## config.mk

```make
export PLATFORM = sky130hd
export DESIGN_NAME = serial_subtractor
export DESIGN_NICKNAME = d
export VERILOG_FILES = /design/src/rtl/serial_subtractor_pkg.sv /design/src/rtl/serial_subtractor_full_sub.sv /design/src/rtl/serial_subtractor.sv
export SDC_FILE = /design/constraint.sdc
export NUM_CORES = 1
export LEC_CHECK = 0
export CAP_MARGIN = 5
export CORE_ASPECT_RATIO = 1.25
export CORE_MARGIN = 2
export CORE_UTILIZATION = 35
export DETAILED_ROUTE_END_ITERATION = 7
export GPL_ROUTABILITY_DRIVEN = 1
export PLACE_DENSITY = 0.55
export SYNTH_ARGS = -nofsm -noshare
export SYNTH_HDL_FRONTEND = slang
export SYNTH_SLANG_ARGS = --single-unit
```

## constraint.sdc

```tcl
create_clock -name clk -period 2.04 [get_ports clk]
set_input_delay 0.408 -clock clk [delete_from_list [all_inputs] [get_ports clk]]
set_output_delay 0.408 -clock clk [all_outputs]
set_load 0.1 [all_outputs]
```

## src/rtl/serial_subtractor_pkg.sv

```systemverilog
// Shared definitions for the bit-serial subtractor: FSM encoding, cell latency
// and the single-bit full-subtractor equation.
package serial_subtractor_pkg;

  typedef enum logic [1:0] {
    S_IDLE  = 2'd0,
    S_SHIFT = 2'd1,
    S_DONE  = 2'd2
  } state_e;

  // Bits consumed by the subtractor cell on each clock edge.
  localparam int unsigned S_ONE = 32'd1;

  // Returns {borrow, diff} for x - y - bw.
  function automatic logic [1:0] fsub_bit(input logic x, input logic y, input logic bw);
    logic d;
    logic bo;
    d  = x ^ y ^ bw;
    bo = (~x & y) | (~x & bw) | (y & bw);
    return {bo, d};
  endfunction

endpackage

```

## src/rtl/serial_subtractor_full_sub.sv

```systemverilog
// Combinational 1-bit full-subtractor cell; the only arithmetic in the
// serial datapath.
module full_subtractor
  import serial_subtractor_pkg::*;
(
  input  logic x_i,
  input  logic y_i,
  input  logic bin_i,
  output logic diff_o,
  output logic borrow_o
);

  logic [1:0] cell_s;

  // Evaluate the subtractor cell for the current bit.
  always_comb begin
    cell_s = fsub_bit(x_i, y_i, bin_i);
  end

  assign diff_o   = cell_s[0];
  assign borrow_o = cell_s[1];

endmodule

```

## src/rtl/serial_subtractor.sv

```systemverilog
// Bit-serial WIDTH-bit subtractor: diff = a - b - bin, LSB first, one bit per
// clock through a single full-subtractor cell, with a start/done handshake.
module serial_subtractor
  import serial_subtractor_pkg::*;
#(
  parameter int WIDTH = 8
) (
  input  logic             clk,
  input  logic             reset_n,
  input  logic             start,
  input  logic [WIDTH-1:0] a,
  input  logic [WIDTH-1:0] b,
  input  logic             bin,
  output logic             busy,
  output logic             done,
  output logic [WIDTH-1:0] diff,
  output logic             borrow_out
);

  localparam int CNT_W = $clog2(WIDTH);
  localparam logic [CNT_W-1:0] CNT_LAST = CNT_W'(WIDTH - S_ONE);

  state_e           state_q, state_d;
  logic [WIDTH-1:0] a_q, a_d;
  logic [WIDTH-1:0] b_q, b_d;
  logic [WIDTH-2:0] work_q, work_d;
  logic             bw_q, bw_d;
  logic [CNT_W-1:0] cnt_q, cnt_d;
  logic [WIDTH-1:0] diff_q, diff_d;
  logic             bo_q, bo_d;

  logic             cell_d_s;
  logic             cell_bo_s;
  logic [WIDTH-1:0] res_s;

  full_subtractor u_cell (
    .x_i     (a_q[0]),
    .y_i     (b_q[0]),
    .bin_i   (bw_q),
    .diff_o  (cell_d_s),
    .borrow_o(cell_bo_s)
  );

  // New bit enters at the top; after the final edge res_s is the whole result.
  assign res_s = {cell_d_s, work_q};

  // Next-state and datapath update; start is only examined in IDLE and DONE.
  always_comb begin
    state_d = state_q;
    a_d     = a_q;
    b_d     = b_q;
    work_d  = work_q;
    bw_d    = bw_q;
    cnt_d   = cnt_q;
    diff_d  = diff_q;
    bo_d    = bo_q;
    case (state_q)
      S_IDLE, S_DONE: begin
        if (start) begin
          a_d     = a;
          b_d     = b;
          bw_d    = bin;
          work_d  = '0;
          cnt_d   = '0;
          state_d = S_SHIFT;
        end else begin
          state_d = S_IDLE;
        end
      end
      S_SHIFT: begin
        a_d    = a_q >> 1;
        b_d    = b_q >> 1;
        work_d = res_s[WIDTH-1:1];
        bw_d   = cell_bo_s;
        if (cnt_q == CNT_LAST) begin
          diff_d  = res_s;
          bo_d    = cell_bo_s;
          state_d = S_DONE;
        end else begin
          cnt_d   = cnt_q + CNT_W'(1);
          state_d = S_SHIFT;
        end
      end
      default: begin
        state_d = S_IDLE;
      end
    endcase
  end

  // State and datapath registers; reset aborts any operation in flight.
  always_ff @(posedge clk or negedge reset_n) begin
    if (!reset_n) begin
      state_q <= S_IDLE;
      a_q     <= '0;
      b_q     <= '0;
      work_q  <= '0;
      bw_q    <= 1'b0;
      cnt_q   <= '0;
      diff_q  <= '0;
      bo_q    <= 1'b0;
    end else begin
      state_q <= state_d;
      a_q     <= a_d;
      b_q     <= b_d;
      work_q  <= work_d;
      bw_q    <= bw_d;
      cnt_q   <= cnt_d;
      diff_q  <= diff_d;
      bo_q    <= bo_d;
    end
  end

  assign busy       = (state_q == S_SHIFT);
  assign done       = (state_q == S_DONE);
  assign diff       = diff_q;
  assign borrow_out = bo_q;

endmodule
```

==> impl_results.md <==
- Max Cap Violations: 0
- Die width: approximately 70 um
- Initial DRC Count: 50
- Die H: between 80 and 90 um
- DR WL met3: roughly 160 um
- Clk_lat worst skew: roughly 0.29 ns
- Resized Gates After CTS: 0
- Synth cell count leaders: 38 x dfrtp_1, 16 x a21oi_1, 16 x mux2i_1, 16 x nor2b_1, 14 x a211oi_1
- RSZ-0062 raised after global routing: false
- Min-Delay Path Class: in -> async
- Util after Layout: between 40% and 50%
- Largest net degree at the start of global routing: 39
- Filler Cell Count: between 400 and 500
- Slew headroom: 67.4%
- N_diodes: 0
- Final-stage net count: between 200 and 250
- GRT Total Usage: around 13%
- Cts bufs inserted: 5
- Setup CP Type: reg -> out
- Routed WL: roughly 3.4 mm
- Ys Warns: 0
- CTS H-tree depth: 2
- Post-layout min period: 1.79 ns
- Core Footprint: roughly 5100 sq um
- Row count: 29
- Clock Skew: approximately 0.0038 ns
- Initial core utilization: a little under two fifths
- Ranking of synthesized cells by area: dfrtp_1 50%, mux2i_1 8.5%, a211oi_1 5.6%
- VDD IR max: roughly 0.5 mV
- TritonCTS clock tree: built
- Worst Setup End Kind: primary output
- Post-CTS Repair Setup Buffers: 0
- Vias in the first global route: between 1000 and 1500
- IO buf count: 30
- Netlist cell types: 25
- Layout cells sized above 1: a little over a fifth
- CTS clk-pin slew, worst paths: around 0.070 ns
- GP Congestion: between 0.7 and 0.8
- Synth area leader: dfrtp_1
- Post-DP HPWL: approximately 2.4 mm
- Final setup viols: 0
- Status: complete, no violations
- Root Buffer: clkbuf_8
- Count leader, synth: dfrtp_1
- Layout area overhead: 23.8%
- Setup crit start kind: flop
- Met1 WL: roughly 1.6 mm
- PwrDens: ~1600 nW/um^2
- Required time of the critical path: between 1.5 and 2 ns
- Number of flops mapped to enable cells by yosys: 0
- Top FF cell, synth: dfrtp_1
- Met2 WL: 1.56 mm
- R2r setup slk: roughly 0.45 ns
- R2R Path Start: cnt_q[0]$_DFFE_PN0P_
- Max Fclk: ~0.56 GHz
- DR DRC count: 0
- DR pass1 iterations: 5
- Synth async-reset ratio: 100%
- Clock sinks: 38
- Fin. max-slew vios: 0
- DR top layer: met4
- Clock tree buffer depth: 2
- # IOs: 31
- Post-DRT Antenna Nets: 0
- Initial antenna violation count: 0
- GRT overflow: 0
- Fin crit share: approximately 88%
- Die area: between 5000 and 6000 sq um
- Final setup TNS: 0 ns
- CTS Hold Bufs: 0
- Syn_area_per_cell: around 12 sq um
- Mapped Cells: ~160
- CP Launch Point: state_q[0]$_DFF_PN0_
- #FFs+latches synth: 38
- Area fraction of the dominant cell type after synthesis: between 50% and 60%
- Vias after detailed routing: about 1300
- First-pass GRT wire length: between 5 and 6 mm
- WP data arrival: about 1.4 ns
- Worst-Margin Slew: just under 0.5 ns
- Pleak: between 1 and 1.5 nW
- Mapped Nets: ~180
- Final hold vios: 0
- Sequential area share after synthesis: 50.5%
- Max FO, Critical Path: 9
- DR vias/cell: 5.13
- Wire per inst: ~14 um
- Mapped cell area: roughly 1900 sq um
[per-layer routing]
metal  GRT usage (%)  vias up
li1                -      629
met1            16.4      614
met2            19.5       27
met3            2.82        7
met4            7.49        0
met5               0        -
[state kept, by name, indices dropped and copies added (netlist names)]
signal and cells:
borrow_out 1, cnt_q 3, diff 8, state_q 2, b_q 8, a_q 8
work_q 7, bw_q 1
[report_power, final]
group | switching, mW | internal, mW
Combinational | 1.13 | 0.756
Clock | 0.254 | 0.341
Sequential | 0.258 | 1.10
[placed cells by master, fill, tap and decap left out]
master	n
nor2b_1	14
a32o_1	2
o21ai_0	4
a221o_1	1
nand3b_4	1
buf_2	1
clkbuf_8	8
a22o_1	7
clkdlybuf4s50_1	18
mux2_4	7
ha_1	2
inv_1	3
a211oi_1	14
nand3_1	2
nor2_1	2
nand2_1	2
or2_0	1
nor2b_2	2
mux2i_1	16
a21oi_1	16
and3b_1	1
mux2_2	5
fa_1	1
a21o_1	2
buf_4	15
buf_12	2
dfrtp_1	38
[final timing paths]
check                                       endpoint  depth (start not counted)
worst max register to register  cnt_q[2]$_DFFE_PN0P_                          5
max in group asynchronous        diff[0]$_DFFE_PN0P_                          2
worst min register to register  cnt_q[0]$_DFFE_PN0P_                          1
worst min-delay path             diff[6]$_DFFE_PN0P_                          2
worst max-delay path                            busy                          2
min in group clk                cnt_q[0]$_DFFE_PN0P_                          1
[final cells by class]
class | instances | area [sq um] | share of cell area, %
Sequential cell | 38 | 951 | 40.8
Multi-Input combinational cell | 102 | 843 | 36.2
Timing Repair Buffer | 36 | 338 | 14.5
Clock buffer | 8 | 110 | 4.72
Tap cell | 62 | 77.6 | 3.33
Inverter | 3 | 11.3 | 0.483
[stage by stage]
step / setup slack (ns) / total power [mW] / cell area (sq um) / instances / hold WS (ns)
floorplan: 0.137 / 2.87 / 1890 / 155 / 0.112
global placement: 0.341 / 3.23 / 2220 / 241 / 0.461
detailed placement: 0.293 / 3.28 / 2220 / 241 / 0.482
finish: 0.252 / 3.84 / 2330 / 249 / 0.156
global route: 0.164 / 4.12 / 2330 / 249 / 0.202
CTS: 0.231 / 3.89 / 2330 / 249 / 0.176
[cell families after synthesis]
logic type	Yosys count	share of synthesized area [%]
AO/OA/AOI/OAI	46	16.5
adder cells (fa/ha/maj)	3	2.39
flip-flops	38	50.5
buffers and inverters	15	4.98
multiplexers	28	17.1
AND/OR/NAND/NOR	25	8.51
[critical path, cell delays in order (launching register included)]
cell and delay, ns:
dfrtp_1 0.54, nor2b_2 0.34, buf_12 0.21
Note: power is estimated with default switching activity, not from simulation.
==> patch, RTL diff (same flow settings) <==
Set the parameter `WIDTH` to 4 (it was 8).
--- a/src/rtl/serial_subtractor.sv
+++ b/src/rtl/serial_subtractor.sv
@@ -4,5 +4,5 @@
   import serial_subtractor_pkg::*;
 #(
-  parameter int WIDTH = 8
+  parameter int WIDTH = 4
 ) (
   input  logic             clk,
Ports: changed (resized a, b and diff); port bits go from 31 to 19. The function was not compared with the original's and may differ.
==> patch against the unedited design <==
Register-to-register slack gained 0.10 ns; sequential cell count is 17 lower; fmax up 1.2%; clock skew decreased by 0.0014 ns; cell count is 44% lower; synthesized area shrank 42%; non-clock buffer count down 13; sequential share of layout area decreased by 1.7 points; wire length fell by 48%; power shrank 42%; cell area fell by 42%; via count is 46% lower; worst setup slack better by 0.021 ns; utilization increased by 0.063 points; critical path type unchanged; highest routed layer unchanged.
==> patch: results (changes against the unedited design) <==
status=complete, no violations (unchanged); type of the most critical hold path=primary input to asynchronous set/reset pin (unchanged); Fillers=275 (was 484); startpoint type of the worst setup path=flop (unchanged); highest-delay cell along the critical path=dfrtp_1 (unchanged); H-tree depth=1 (was 2); layout cells sized above 1=24.0% (was 21.9%); Crit path arrival time=1.36 ns (was 1.38 ns); Worst Max-Slew Pin Slew=0.413 ns (was 0.488 ns); largest net degree at the start of global routing=22 (was 39); first-pass GRT wire length=2.97 mm (was 5.99 mm); Critical Path Max Stage Delay=0.61 ns (was 0.54 ns); RePlAce Congestion=0.651 (was 0.705); R2R depth=3 (was 5); Clock transition at path regs=0.12 ns (was 0.07 ns); asr flop ratio synth=100% (unchanged); vias in the first global route=694 (was 1280); Detailed Place HPWL=1.29 mm (was 2.40 mm); Root Buffer=clkbuf_4 (was clkbuf_8); syn_nets=96 (was 178); post-synthesis sequential area ratio=48.2% (was 50.5%); clock skew=0.00238 ns (was 0.00380 ns); routed vias/inst=4.96 (was 5.13); Synth Warn #=0 (unchanged); GRT Util Overall=11.4% (was 12.7%); Leak Pwr=0.657 nW (was 1.03 nW); RR Endpoint=work_q[1] (was cnt_q[2]); post-detailed-route wirelength per cell=12.6 um (was 13.6 um); worst vdd ir=987 uV (was 507 uV); RR Startpoint=state_q[1] (was cnt_q[0]); total CTS buffers=3 (was 5); Synth Flop Type=dfrtp_1 (unchanged); synth unique cells=20 (was 25); drt initial violations=15 (was 50); Layout Nets=119 (was 209); TritonRoute pass-1 iters=2 (was 5); synth cell count leaders=mux2i_1 (24), dfrtp_1 (21), mux2_2 (7) (was dfrtp_1 (38), a21oi_1 (16), mux2i_1 (16), nor2b_1 (16), a211oi_1 (14)); Reg2Reg Setup Slack=0.55 ns (was 0.45 ns); Max FO, Critical Path=11 (was 9); DP Area=0.00132 mm2 (was 0.00222 mm2); Synth area leaders=dfrtp_1 (48%), mux2i_1 (22%), mux2_2 (7.2%), buf_6 (3.1%), fa_1 (1.8%) (was dfrtp_1 (50%), mux2i_1 (8.5%), a211oi_1 (5.6%), mux2_4 (5.6%), nor2b_1 (5.3%)); port bufs=18 (was 30)
[patch: final cells by class]
| class | count | area, um2 | share of cell area (%) |
|---|---|---|---|
| flip-flops and latches | 21 | 526 | 39.1 |
| multi-input cells | 53 | 510 | 38.0 |
| repair buffers | 23 | 225 | 16.8 |
| well taps | 36 | 45.0 | 3.35 |
| clock buffers | 4 | 26.3 | 1.96 |
| inverters | 3 | 11.3 | 0.838 |
[patch: logic make-up after synthesis]
group           synth area share [%]
compound gates                  7.11
fa+ha+maj                       2.98
mux                             29.2
flops                           48.2
simple gates                    7.00
buf+inv                         5.50
[patch: per-layer routing]
metal  global-route usage, %  vias up  routed length, um  share of wire (%)
met2                    18.6       15                866                 49
met3                    2.04        2                 84                4.8
met5                       0        -                  0                  0
met1                    14.0      337                789                 45
li1                        -      341                  -                  -
met4                    5.77        0                 19                1.1
[patch: worst reg2reg max path: cells and delay by family (launching register included)]
family | cells | cell delay [ns]
compound gates | 1 | 0.17
buf+inv | 1 | 0.27
flops | 1 | 0.61
mux | 1 | 0.34
[patch: worst max path at each step]
stage                          start       end  cells after the start
after CTS                 state_q[1]      done                      2
after global routing      state_q[1]      done                      2
after global placement         start  cnt_q[1]                      4
final                     state_q[1]      done                      2
after floorplan           state_q[1]      done                      3
after detailed placement       start  cnt_q[1]                      4
[patch: power by group]
group	switching, W	internal, W	total, W
sequential	0.000143	0.000599	0.000742
combinational	0.000783	0.000512	0.00129
clock	0.000122	0.0000760	0.000198
total	0.00105	0.00119	0.00223
[patch: through the flow]
stage	total power (W)	instances	setup slack, ns	hold slack, ns
floorplan	0.00179	82	0.157	0.112
detailed placement	0.00206	136	0.410	0.499
finish	0.00223	140	0.272	0.436
global placement	0.00204	136	0.424	0.490
CTS	0.00227	140	0.245	0.436
global route	0.00238	140	0.197	0.459
